--- src/rtl/sram_axi_arbiter_pkg.sv ---
// sram_axi_arbiter_pkg: shared state, size, ID and stall-bus definitions for the SRAM-to-AXI arbiter
package sram_axi_arbiter_pkg;
  typedef enum logic [2:0] {
    S_IDLE,
    S_RD_ADDR,
    S_RD_DATA,
    S_WR_ADDR_DATA,
    S_WR_RESP
  } state_e;
  typedef enum logic [1:0] {
    OWN_NONE,
    OWN_INST,
    OWN_DATA
  } owner_e;
  localparam logic [2:0] SIZE_BYTE = 3'd0;
  localparam logic [2:0] SIZE_HALF = 3'd1;
  localparam logic [2:0] SIZE_WORD = 3'd2;
  localparam logic [3:0] INST_ID_DEF = 4'd0;
  localparam logic [3:0] DATA_ID_DEF = 4'd1;
  localparam int unsigned STALL_BUS_W = 6;
  localparam int unsigned STALL_IDX_SRAM = 0;
  function automatic logic [2:0] ax_size(input logic [1:0] s);
    return s == 2'd0 ? SIZE_BYTE : s == 2'd1 ? SIZE_HALF : SIZE_WORD;
  endfunction
endpackage

--- src/rtl/sram_axi_arbiter_wr_channel.sv ---
// axi_wr_channel: runs the independent aw/w handshakes, then waits for b and pulses done
module axi_wr_channel (
  input  logic clk,
  input  logic rst,
  input  logic start_i,
  input  logic awready_i,
  input  logic wready_i,
  input  logic bvalid_i,
  output logic awvalid_o,
  output logic wvalid_o,
  output logic bready_o,
  output logic addr_done_o,
  output logic done_o
);
  logic aw_q, w_q, b_q;
  // both address and data phases finish this cycle; done fires on the response handshake
  always_comb begin
    awvalid_o   = aw_q;
    wvalid_o    = w_q;
    bready_o    = b_q;
    addr_done_o = (aw_q | w_q) & (~aw_q | awready_i) & (~w_q | wready_i);
    done_o      = b_q & bvalid_i;
  end
  // each valid drops on its own handshake; bready rises once both have completed
  always_ff @(posedge clk) begin
    if (rst) begin
      aw_q <= 1'b0;
      w_q  <= 1'b0;
      b_q  <= 1'b0;
    end else begin
      aw_q <= start_i | (aw_q & ~awready_i);
      w_q  <= start_i | (w_q & ~wready_i);
      b_q  <= addr_done_o | (b_q & ~bvalid_i);
    end
  end
endmodule

--- src/rtl/sram_axi_arbiter.sv ---
// sram_axi_arbiter: shares one AXI master port between fetch and data SRAM-like requesters
module sram_axi_arbiter
  import sram_axi_arbiter_pkg::*;
#(
  parameter logic [3:0] INST_ID = INST_ID_DEF,
  parameter logic [3:0] DATA_ID = DATA_ID_DEF
) (
  input  logic        clk,
  input  logic        rst,
  input  logic        inst_req,
  input  logic [31:0] inst_addr,
  output logic [31:0] inst_rdata,
  output logic        inst_ready,
  input  logic        data_req,
  input  logic        data_wr,
  input  logic [1:0]  data_size,
  input  logic [3:0]  data_wstrb,
  input  logic [31:0] data_addr,
  input  logic [31:0] data_wdata,
  output logic [31:0] data_rdata,
  output logic        data_ready,
  output logic        stallreq,
  output logic [3:0]  arid,
  output logic [31:0] araddr,
  output logic [2:0]  arsize,
  output logic        arvalid,
  input  logic        arready,
  input  logic [3:0]  rid,
  input  logic [31:0] rdata,
  input  logic        rvalid,
  output logic        rready,
  output logic [31:0] awaddr,
  output logic [2:0]  awsize,
  output logic        awvalid,
  input  logic        awready,
  output logic [31:0] wdata,
  output logic [3:0]  wstrb,
  output logic        wvalid,
  input  logic        wready,
  input  logic        bvalid,
  output logic        bready
);
  state_e      state_q, state_d;
  owner_e      owner_q;
  logic        idle, gnt_data, gnt_inst, rd_hs, wr_addr_done, wr_done;
  logic [31:0] araddr_q, awaddr_q, wdata_q, inst_rdata_q, data_rdata_q;
  logic [2:0]  arsize_q, awsize_q;
  logic [3:0]  arid_q, wstrb_q;
  logic        inst_ready_q, data_ready_q;

  axi_wr_channel u_wr (
    .clk         (clk),
    .rst         (rst),
    .start_i     (gnt_data & data_wr),
    .awready_i   (awready),
    .wready_i    (wready),
    .bvalid_i    (bvalid),
    .awvalid_o   (awvalid),
    .wvalid_o    (wvalid),
    .bready_o    (bready),
    .addr_done_o (wr_addr_done),
    .done_o      (wr_done)
  );

  // grant with data priority; a requester whose ready is pulsing this cycle is blocked
  always_comb begin
    idle     = state_q == S_IDLE;
    gnt_data = idle & data_req & ~data_ready_q;
    gnt_inst = idle & inst_req & ~inst_ready_q & ~gnt_data;
    rd_hs    = (state_q == S_RD_DATA) & rvalid & (rid == arid_q);
    stallreq = (inst_req & ~inst_ready) | (data_req & ~data_ready);
  end

  // state register
  always_ff @(posedge clk) begin
    if (rst) state_q <= S_IDLE;
    else     state_q <= state_d;
  end

  // next-state logic
  always_comb begin
    state_d = state_q;
    case (state_q)
      S_IDLE:         state_d = gnt_data ? (data_wr ? S_WR_ADDR_DATA : S_RD_ADDR) :
                                gnt_inst ? S_RD_ADDR : S_IDLE;
      S_RD_ADDR:      state_d = arready ? S_RD_DATA : S_RD_ADDR;
      S_RD_DATA:      state_d = rd_hs ? S_IDLE : S_RD_DATA;
      S_WR_ADDR_DATA: state_d = wr_addr_done ? S_WR_RESP : S_WR_ADDR_DATA;
      S_WR_RESP:      state_d = wr_done ? S_IDLE : S_WR_RESP;
      default:        state_d = S_IDLE;
    endcase
  end

  // read-channel handshake outputs follow the state directly
  always_comb begin
    arvalid = state_q == S_RD_ADDR;
    rready  = state_q == S_RD_DATA;
  end

  // latch attributes at grant, capture read data and raise the owner's ready pulse on completion
  always_ff @(posedge clk) begin
    if (rst) begin
      owner_q      <= OWN_NONE;
      araddr_q     <= '0;
      arsize_q     <= '0;
      arid_q       <= '0;
      awaddr_q     <= '0;
      awsize_q     <= '0;
      wdata_q      <= '0;
      wstrb_q      <= '0;
      inst_rdata_q <= '0;
      data_rdata_q <= '0;
      inst_ready_q <= 1'b0;
      data_ready_q <= 1'b0;
    end else begin
      inst_ready_q <= 1'b0;
      data_ready_q <= 1'b0;
      if (gnt_data) begin
        owner_q <= OWN_DATA;
        if (data_wr) begin
          awaddr_q <= data_addr;
          awsize_q <= ax_size(data_size);
          wdata_q  <= data_wdata;
          wstrb_q  <= data_wstrb;
        end else begin
          araddr_q <= data_addr;
          arsize_q <= ax_size(data_size);
          arid_q   <= DATA_ID;
        end
      end else if (gnt_inst) begin
        owner_q  <= OWN_INST;
        araddr_q <= inst_addr;
        arsize_q <= SIZE_WORD;
        arid_q   <= INST_ID;
      end
      if (rd_hs) begin
        owner_q <= OWN_NONE;
        if (owner_q == OWN_INST) begin
          inst_rdata_q <= rdata;
          inst_ready_q <= 1'b1;
        end else begin
          data_rdata_q <= rdata;
          data_ready_q <= 1'b1;
        end
      end
      if (wr_done) begin
        owner_q      <= OWN_NONE;
        data_ready_q <= 1'b1;
      end
    end
  end

  assign arid       = arid_q;
  assign araddr     = araddr_q;
  assign arsize     = arsize_q;
  assign awaddr     = awaddr_q;
  assign awsize     = awsize_q;
  assign wdata      = wdata_q;
  assign wstrb      = wstrb_q;
  assign inst_rdata = inst_rdata_q;
  assign data_rdata = data_rdata_q;
  assign inst_ready = inst_ready_q;
  assign data_ready = data_ready_q;
endmodule

--- config.mk ---
export PLATFORM = sky130hd
export DESIGN_NAME = sram_axi_arbiter
export DESIGN_NICKNAME = d
export VERILOG_FILES = /design/src/rtl/sram_axi_arbiter_pkg.sv /design/src/rtl/sram_axi_arbiter_wr_channel.sv /design/src/rtl/sram_axi_arbiter.sv
export SDC_FILE = /design/constraint.sdc
export NUM_CORES = 1
export LEC_CHECK = 0
export ABC_CLOCK_PERIOD_IN_PS = 2900
export BUFFER_PORTS_ARGS = -buffer_cell sky130_fd_sc_hd__buf_4
export CAP_MARGIN = 25
export CORE_MARGIN = 2
export CORE_UTILIZATION = 41
export CTS_BUF_LIST = sky130_fd_sc_hd__clkbuf_8 sky130_fd_sc_hd__clkbuf_16
export CTS_CLUSTER_DIAMETER = 80
export DETAILED_ROUTE_END_ITERATION = 8
export PLACE_DENSITY = 0.72
export SLEW_MARGIN = 20
export SYNTH_ARGS = -nofsm -noshare
export SYNTH_HDL_FRONTEND = slang
export SYNTH_SLANG_ARGS = --single-unit
export TNS_END_PERCENT = 50
--- constraint.sdc ---
create_clock -name clk -period 2.9 [get_ports clk]
set_clock_uncertainty 0.2 [all_clocks]
set_input_delay 0.29 -clock clk [delete_from_list [all_inputs] [get_ports clk]]
set_output_delay 0.29 -clock clk [all_outputs]
set_load 0.02 [all_outputs]
After elaboration in Yosys (flattened, before gate mapping)
Index checks and enable logic that the tools add are counted.
{"block": "totals", "reg_bits": 184, "input_bits": 148, "output_inout_bits": 182, "word_cells": 93}
{"block": "classes", "eq_ne": 8, "mux": 25, "n_bitwise": 33, "reduce_logical": 10}
{"cell": "$mux W32", "n": 3}
{"cell": "$and A1 B1 Y1", "n": 16}
{"cell": "$mux W2", "n": 8}
{"cell": "$mux W3", "n": 5}
{"cell": "$pmux W3 S5", "n": 1}
{"cell": "$mux W4", "n": 3}
{"cell": "$not A1 Y1", "n": 10}
{"cell": "$reduce_and A2 Y1", "n": 4}
{"cell": "$or A1 B1 Y1", "n": 7}
{"cell": "$eq A3 B2 Y1 const B", "n": 2}
{"cell": "$mux W1", "n": 5}
{"cell": "$eq A2 B1 Y1 const B", "n": 2}
{"cell": "$eq A4 B4 Y1", "n": 1}
{"cell": "$reduce_or A4 Y1", "n": 1}
{"cell": "$eq A3 B1 Y1 const B", "n": 1}
{"cell": "$eq A3 B3 Y1 const B", "n": 1}
{"cell": "$logic_not A3 Y1", "n": 1}
{"cell": "$reduce_or A3 Y1", "n": 1}
{"cell": "$logic_not A2 Y1", "n": 1}
{"cell": "$ne A2 B2 Y1 const B", "n": 1}
{"cell": "$reduce_bool A2 Y1", "n": 1}
{"cell": "$reduce_or A2 Y1", "n": 1}

Logic depth before layout (Yosys ltp)
Gate-level depths: netlist of the first run.
{"block": "depth", "ltp_word": 8, "mapped_depth": 7}

Modules after synthesis
Synthesis of the first run repeated with hierarchy kept, for this count alone.
{"block": "hier_totals", "cells_unflattened": 770, "hier_area_um2": 6761.5}
{"mod": "sram_axi_arbiter", "instances": 1, "cells_per_inst": 757, "area_each_um2": 6633.9, "seq_area_each_um2": 3523.4}
{"mod": "axi_wr_channel", "instances": 1, "cells_per_inst": 13, "area_each_um2": 127.6, "seq_area_each_um2": 60.1}

Worst setup path after synthesis of the first run
No wires, ideal clock.
{"block": "synth_path", "path_type": "register to register", "startpoint": "register state_q[1]", "endpoint": "register inst_rdata_q[10], in the netlist inst_rdata[10]", "t_arrival_ns": 1.681, "t_required_ns": 2.572, "setup_slack_ns": 0.891, "path_stages_with_launch": 7, "n_path_buf": 2, "synth_period_minus_slack_ns": 2.009, "cell_sequence": "dfxtp_1 -> buf_2 -> nor3b_2 -> nand4_2 -> buf_2 -> mux2i_1 -> nor2_1"}
{"block": "synth_via", "elab_chain_cells": 4}
{"item": "start, declared", "line": "sram_axi_arbiter.sv:43", "text": "state_e state_q, state_d;"}
{"item": "start signal, assigned", "line": "sram_axi_arbiter.sv:77", "text": "else state_q <= state_d;"}
{"item": "$eq A3 B2 Y1"}
{"item": "via rready", "line": "sram_axi_arbiter.sv:31", "text": "output logic rready,"}
{"item": "$and A1 B1 Y1 (2 in a row)", "line": "sram_axi_arbiter.sv:70", "text": "rd_hs = (state_q == S_RD_DATA) & rvalid & (rid == arid_q);"}
{"item": "$reduce_and A2 Y1 (no line)"}
{"item": "end signal, assigned", "line": "sram_axi_arbiter.sv:139", "text": "inst_rdata_q <= rdata;"}
{"item": "end, declared", "line": "sram_axi_arbiter.sv:46", "text": "logic [31:0] araddr_q, awaddr_q, wdata_q, inst_rdata_q, data_rdata_q;"}
The timed path passes the listed nets, and every way through them passes these cells.
A chain may end at the register's enable or synchronous reset.

Final worst setup path of the first run
{"block": "layout_path", "startpoint": "register state_q[1]", "endpoint": "register wdata_q[16], in the netlist wdata[16]"}
{"block": "layout_via", "elab_chain_cells": 4}
{"item": "$logic_not A3 Y1", "line": "sram_axi_arbiter.sv:67", "text": "idle = state_q == S_IDLE;"}
{"item": "$and A1 B1 Y1 (2 in a row)", "line": "sram_axi_arbiter.sv:68", "text": "gnt_data = idle & data_req & ~data_ready_q;"}
{"item": "$reduce_and A2 Y1 (no line)"}
{"item": "end signal, assigned", "line": "sram_axi_arbiter.sv:123", "text": "wdata_q <= data_wdata;"}
{"item": "end, declared", "line": "sram_axi_arbiter.sv:46"}
No other way between the ends.

==> metrics, run 1 <==
outcome=finished clean; leading area contributor after synthesis=dfxtp_1; DR pass1 iterations=5; hold path startpoint=arready; CP arrival=2.35 ns; fin util=67.3%; maximum vdd ir drop=360 uV; # nets final=1325; sequential share of the synthesized area=51.8%; Die W=134 um; Final setup viols=0; Routed WL per cell=16.2 um; antenna violations before repair=0; row cnt=47; R2R Setup Slk=0.70 ns; Worst setup SP type=flop; count leader, synth=dfxtp_1; measured slew at the worst slew-check pin=0.806 ns; FFs w/ async S/R, synth=0%; Slew headroom=46.3%; library cells used by synthesis=35; RSZ-0062 raised after global routing=false; hold buffers post-CTS=105; Sink Count=179; Post-CTS Setup Bufs=0; Routed Antenna Nets=0; clk buf depth=2; Worst Hold End=state_q[0]$_SDFF_PP0_; initial DRC count=287; port bufs=324; Mapped Cells=776; CTS resizes=0; EDFF count, synth=0; worst skew pair latency=0.42 ns; DRC violations left=0; largest net degree at the start of global routing=74; CP endpoint kind=flop; WS Path Type=reg2reg; CTS tree=yes; Worst R2R Path Depth=5; Fmax=455 MHz; minimum clock period=2.20 ns; FF-to-FF End=wdata[16]$_SDFFE_PP0P_; Max Cap Violations=0; FF-to-FF Start=state_q[1]$_SDFF_PP0_; main area contributors after synthesis=dfxtp_1 (52%), mux2i_1 (9.3%), a21oi_1 (8.3%), nand2_1 (7.8%), or4b_2 (4.6%); Tot Pwr=6.18 mW; first-pass GRT wire length=36100 um; Core Box Area=0.0165 mm^2; share of cells above drive strength 1=34.5%; Remaining Overflow, GRT=0; worst hold stages=4; H-tree levels=4; die area=0.0179 mm^2; Starting Density=41.8%; Fin Hold WS=0.0365 ns; Hold WC Path Type=in2reg; commonest cells in the netlist=dfxtp_1 (179), nand2_1 (144), a21oi_1 (114); Slew Limit Fails=0; Avg Vias per Cell=4.95; synthesized area per cell=8.91 um^2; clk slew on worst S/H paths=0.07 ns; number of global-route vias before repair=7111; Total GRT Usage=25.0%; Worst Path Required=3.05 ns; Pleak=5.27 nW; number of fill cells=1260; Synth Register Bits=179; Syn. warnings=0; Boundary Pins=330; Crit Path Max Fanout=34; DP Wirelength=15100 um; clk root buf=clkbuf_16; total number of vias=6979; RD Place Congestion=0.795; top cell type's share of synthesized area=51.8%; Tcrit/Tclk final=75.9%; Ant. Diodes=0; Post-Syn Area=0.00691 mm^2; top_reg_cell synth=dfxtp_1; pwr dens=555 mW/mm^2; Die Ht=134 um; CTS buffer count=17; setup TNS after final layout=0 ns; Routed WL=22800 um; P&R area growth vs syn=60.8%; Final Hold Viols=0
[worst max-delay path by stage]
stage	startpoint	end	slack, ns	depth (start not counted)
floorplan	state_q[1]$_SDFF_PP0_	inst_rdata[10]$_SDFFE_PP0P_	0.89	6
detailed placement	state_q[1]$_SDFF_PP0_	araddr[5]$_SDFFE_PP0P_	0.74	5
global route	state_q[1]$_SDFF_PP0_	wstrb[0]$_SDFFE_PP0P_	0.57	5
CTS	state_q[1]$_SDFF_PP0_	araddr[5]$_SDFFE_PP0P_	0.73	5
finish	state_q[1]$_SDFF_PP0_	wdata[16]$_SDFFE_PP0P_	0.70	5
global placement	data_req	araddr[19]$_SDFFE_PP0P_	0.80	6
[per-stage QoR]
step	worst slack [ns]	area, um^2	cells
final	0.700	11100	1410
after global routing	0.569	11100	1410
after CTS	0.725	11100	1410
after detailed placement	0.739	9480	1273
after global placement	0.795	9480	1273
after floorplan	0.891	6930	780
[cell families after synthesis]
kind of cell | after synthesis | share of synthesized area [%]
simple gates | 275 | 19.2
compound gates | 187 | 14.9
flops | 179 | 51.8
buf+inv | 68 | 4.45
mux | 65 | 9.43
xor+xnor | 1 | 0.127
other cells | 1 | 0.0542
[power by group]
part / leakage, nW / switching (mW) / total [mW] / internal, mW
Sequential: 1.46 / 0.0887 / 2.69 / 2.60
Clock: 0.290 / 0.976 / 2.29 / 1.31
Combinational: 3.53 / 0.627 / 1.19 / 0.565
Total: 5.27 / 1.69 / 6.18 / 4.48
[layout make-up]
cell class | instances | area, um^2 | share of cell area [%]
tap | 220 | 275 | 2.48
multi-input combinational | 533 | 3050 | 27.5
inverter | 1 | 3.75 | 0.0338
clock inverter | 13 | 134 | 1.20
sequential | 179 | 3580 | 32.2
clock buffer | 19 | 453 | 4.07
timing repair buffer | 445 | 3620 | 32.5
[registers in the layout, summed over array words and instances (netlist names), 2 cells and up]
register	count
araddr	32
awaddr	32
data_rdata	32
inst_rdata	32
wdata	32
wstrb	4
state_q	3
arsize	2
awsize	2
owner_q	2
[cells in the final DEF, fill, tap and decap left out, drive strengths merged, types with 3 or more instances in the layout]
cell type,instances
o21a,32
inv,7
clkbuf,19
mux2i,64
nand2,144
dlygate4sd3,105
a21oi,114
or4b,32
nand2b,6
nor2b,3
dfxtp,179
nor2,72
conb,5
clkinvlp,3
o21ai,37
buf,340
[critical path: stages (launching register included)]
cell	delay, ns
dfxtp_1	0.40
nor3_1	0.42
and3_2	0.41
buf_4	0.40
nand2_1	0.12
a21oi_1	0.17
[metal layers]
metal  up-vias  wire (um)  track usage [%]
met5         -          0                0
met4         0        660             10.5
met3        48       2060             8.35
met2       300      11100             42.4
met1      3185       9000             29.0
li1       3446          -                -
(Power assumes the default switching activity.)
==> run 2: changes to the inputs <==
- ABC_AREA: not set -> 1
- ABC_CLOCK_PERIOD_IN_PS: 2900 -> 2300
- PLACE_DENSITY: 0.72 -> 0.7
- clock period: 2.9 -> 2.3 ns (I/O delays scaled with it)
==> run 2 against run 1 <==
Against the previous run:
- sequential share of layout area fell by 2.9 points
- synthesized cell count increased by 44%
- clock power increased by 29%
- worst hold slack gained 0.019 ns
- global-route usage increased by 0.80 points
- combinational power up 83%
- setup slack worse by 0.61 ns
- final area grew 9.7%
- largest cell class unchanged
==> metrics, run 2 <==
Fmax=452 MHz (-0.53%); # nets final=1683 (+27%); sequential share of the synthesized area=46.6% (-5.3 points); Avg Vias per Cell=4.92 (-0.53%); Max Cap Violations=0 (unchanged); count leader, synth=nand2_1; share of cells above drive strength 1=24.9% (-9.6 points); first-pass GRT wire length=41500 um (+15%); Pleak=5.81 nW (+10%); Die W=141 um (+5.3%); R2R Setup Slk=0.09 ns (-0.61 ns); top_reg_cell synth=dfxtp_1; antenna violations before repair=2 (+2); largest family of logic cells by synthesized area=simple AND/OR/NAND/NOR gates; CTS tree=yes; maximum vdd ir drop=525 uV (+46%); Post-Syn Area=0.00769 mm^2 (+11%); hold path startpoint=rid[1]; DR pass1 iterations=5 (unchanged); post-synthesis compound-gate area fraction=5.45% (-9.4 points); CP arrival=2.33 ns (-0.02 ns); DRC violations left=0 (unchanged); H-tree levels=4 (unchanged); setup TNS after final layout=0 ns (unchanged); final instance area=0.0122 mm^2 (+9.7%); Slew Limit Fails=0 (unchanged); Routed Antenna Nets=0 (unchanged); WS Path Type=reg2reg; Final setup viols=0 (unchanged); RD Place Congestion=0.843 (+6.0%); library cells used by synthesis=21 (-40%); row cnt=50 (+6.4%); clk buf depth=2 (unchanged); Syn. warnings=0 (unchanged); RSZ-0062 raised after global routing=false; port bufs=324 (unchanged); simple-gate area share of the yosys netlist=37.3% (+18 points); FFs w/ async S/R, synth=0% (unchanged); commonest cells in the netlist=nand2_1 (321), nor2_1 (206), dfxtp_1 (179); Starting Density=41.4% (-0.43 points); FF-to-FF End=araddr[30]$_SDFFE_PP0P_; EDFF count, synth=0 (unchanged); leading area contributor after synthesis=dfxtp_1; number of global-route vias before repair=8313 (+17%); CTS buffer count=17 (unchanged); synthesized area per cell=6.90 um^2 (-23%); die area=0.0199 mm^2 (+11%); clk slew on worst S/H paths=0.07 ns (about the same); Worst setup SP type=flop; Hold WC Path Type=in2reg; Crit Path Max Fanout=33 (-2.9%); Worst Path Required=2.42 ns (-0.63 ns); minimum clock period=2.21 ns (+0.0117 ns); DP Wirelength=16400 um (+8.6%); Post-Synth XOR/XNOR Area=0% (-0.13 points); Boundary Pins=330 (unchanged); Slew headroom=39.5% (-6.8 points); mux cell area share after synthesis=0% (-9.4 points); worst hold stages=6 (+2); CTS resizes=0 (unchanged); largest net degree at the start of global routing=81 (+9.5%); most frequent cells in the layout=buf_4 (333), nand2_1 (320), nor2_1 (205), dfxtp_1 (179), dlygate4sd3_1 (142); worst skew pair latency=0.42 ns (about the same); measured slew at the worst slew-check pin=0.907 ns (+0.101 ns); CP endpoint kind=flop; Core Box Area=0.0186 mm^2 (+12%); FF-to-FF Start=state_q[0]$_SDFF_PP0_; Routed WL per cell=14.8 um (-8.3%); pwr dens=701 mW/mm^2 (+26%); Die Ht=141 um (+5.3%); initial DRC count=529 (+84%); Routed WL=26400 um (+16%); Worst R2R Path Depth=10 (+5); Placement Cell Area=0.0102 mm^2 (+7.1%); most common cell after layout, fill and taps aside=buf_4; P&R area growth vs syn=58.5%; Mapped Cells=1116 (+44%); Total GRT Usage=25.8% (+0.80 points); Adder-Cell Fraction of Synth Area=0% (unchanged); main area contributors after synthesis=dfxtp_1 (47%), nand2_1 (16%), nor2_1 (10%), nand4_1 (5.4%), a21oi_1 (5.1%); Synth Register Bits=179 (unchanged); Worst Hold End=inst_ready$_SDFF_PP0_; top cell type's share of synthesized area=46.6% (-5.3 points); Tot Pwr=8.55 mW (+38%); Final Hold Viols=0 (unchanged); outcome=finished clean; total number of vias=8783 (+26%); Sink Count=179 (unchanged); Tcrit/Tclk final=96.2% (+20 points); Remaining Overflow, GRT=0 (unchanged); clk root buf=clkbuf_16
## run 2: changes by cell type after synthesis, sizes merged, moves of 36 or more
cell / delta
buf: +38
nor2: +141
nand3: +76
nand4: +65
o21ai: -36
mux2i: -64
inv: +87
nand2: +177
## run 2: cells by family (layout without fill, tap and decap cells)
logic type | Yosys count | after routing
AND/OR/NAND/NOR | 680 | 680
flip-flops | 179 | 179
buffers and inverters | 174 | 602
AO/OA/AOI/OAI | 82 | 82
other | 1 | 7
## run 2: metrics by stage
step / hold WS (ns) / instances / util (%) / setup slack (ns)
after floorplan: 0.165 / 1120 / - / 0.600
after global placement: 0.249 / 1607 / 54.6 / 0.593
after detailed placement: 0.255 / 1607 / 54.6 / 0.535
after CTS: 0.0331 / 1781 / 65.5 / 0.0906
after global routing: 0.0611 / 1784 / 65.6 / 0.000603
final: 0.0551 / 1784 / 65.6 / 0.0885
## run 2: worst max-delay path by stage
stage                           from                     endpoint  slack [ns]
2_1_floorplan  data_ready$_SDFF_PP0_      araddr[10]$_SDFFE_PP0P_        0.60
3_3_place_gp                  rid[1]  data_rdata[11]$_SDFFE_PP0P_        0.59
3_5_place_dp                  rid[1]   data_rdata[8]$_SDFFE_PP0P_        0.54
4_1_cts        state_q[0]$_SDFF_PP0_      araddr[30]$_SDFFE_PP0P_        0.09
5_1_grt        state_q[0]$_SDFF_PP0_      araddr[30]$_SDFFE_PP0P_      0.0006
6_report       state_q[0]$_SDFF_PP0_      araddr[30]$_SDFFE_PP0P_        0.09
## run 2: timing repair
action	CTS	global route
hold endpoints to repair	177	0
setup endpoints to repair	0	1
hold buffers	142	0
setup buffers	0	0
## run 2: power breakdown
group / switching [mW] / internal, mW / total, mW
Combinational: 1.28 / 0.900 / 2.18
Clock: 1.26 / 1.69 / 2.95
Sequential: 0.118 / 3.31 / 3.43
Total: 2.65 / 5.90 / 8.55
## run 2: critical path: stages (launching register included)
cell and delay, ns:
dfxtp_1 0.35, inv_1 0.12, nand2_1 0.07, nor2_2 0.18
nand2_1 0.08, buf_4 0.26, nand2_1 0.11, nand2_1 0.05
dlygate4sd3_1 0.55, nor2_1 0.09, nor2_1 0.05
## run 2: layout make-up
cell class                 instances  area (um^2)
antenna                            2         5.00
clock buffer                      20          467
clock inverter                    12          129
fill                            1541         6380
inverter                          88          330
multi-input combinational        767         3320
sequential                       179         3580
tap                              234          293
timing repair buffer             482         4070
## run 2: per-layer routing
metal / track usage, % / routed length, um / part of all wire (%) / vias up
li1: - / - / - / 4339
met1: 31.1 / 10900 / 41 / 4009
met2: 42.7 / 12500 / 47 / 374
met3: 7.51 / 2120 / 8.0 / 61
met4: 12.1 / 946 / 3.6 / 0
met5: 0 / 0 / 0 / -
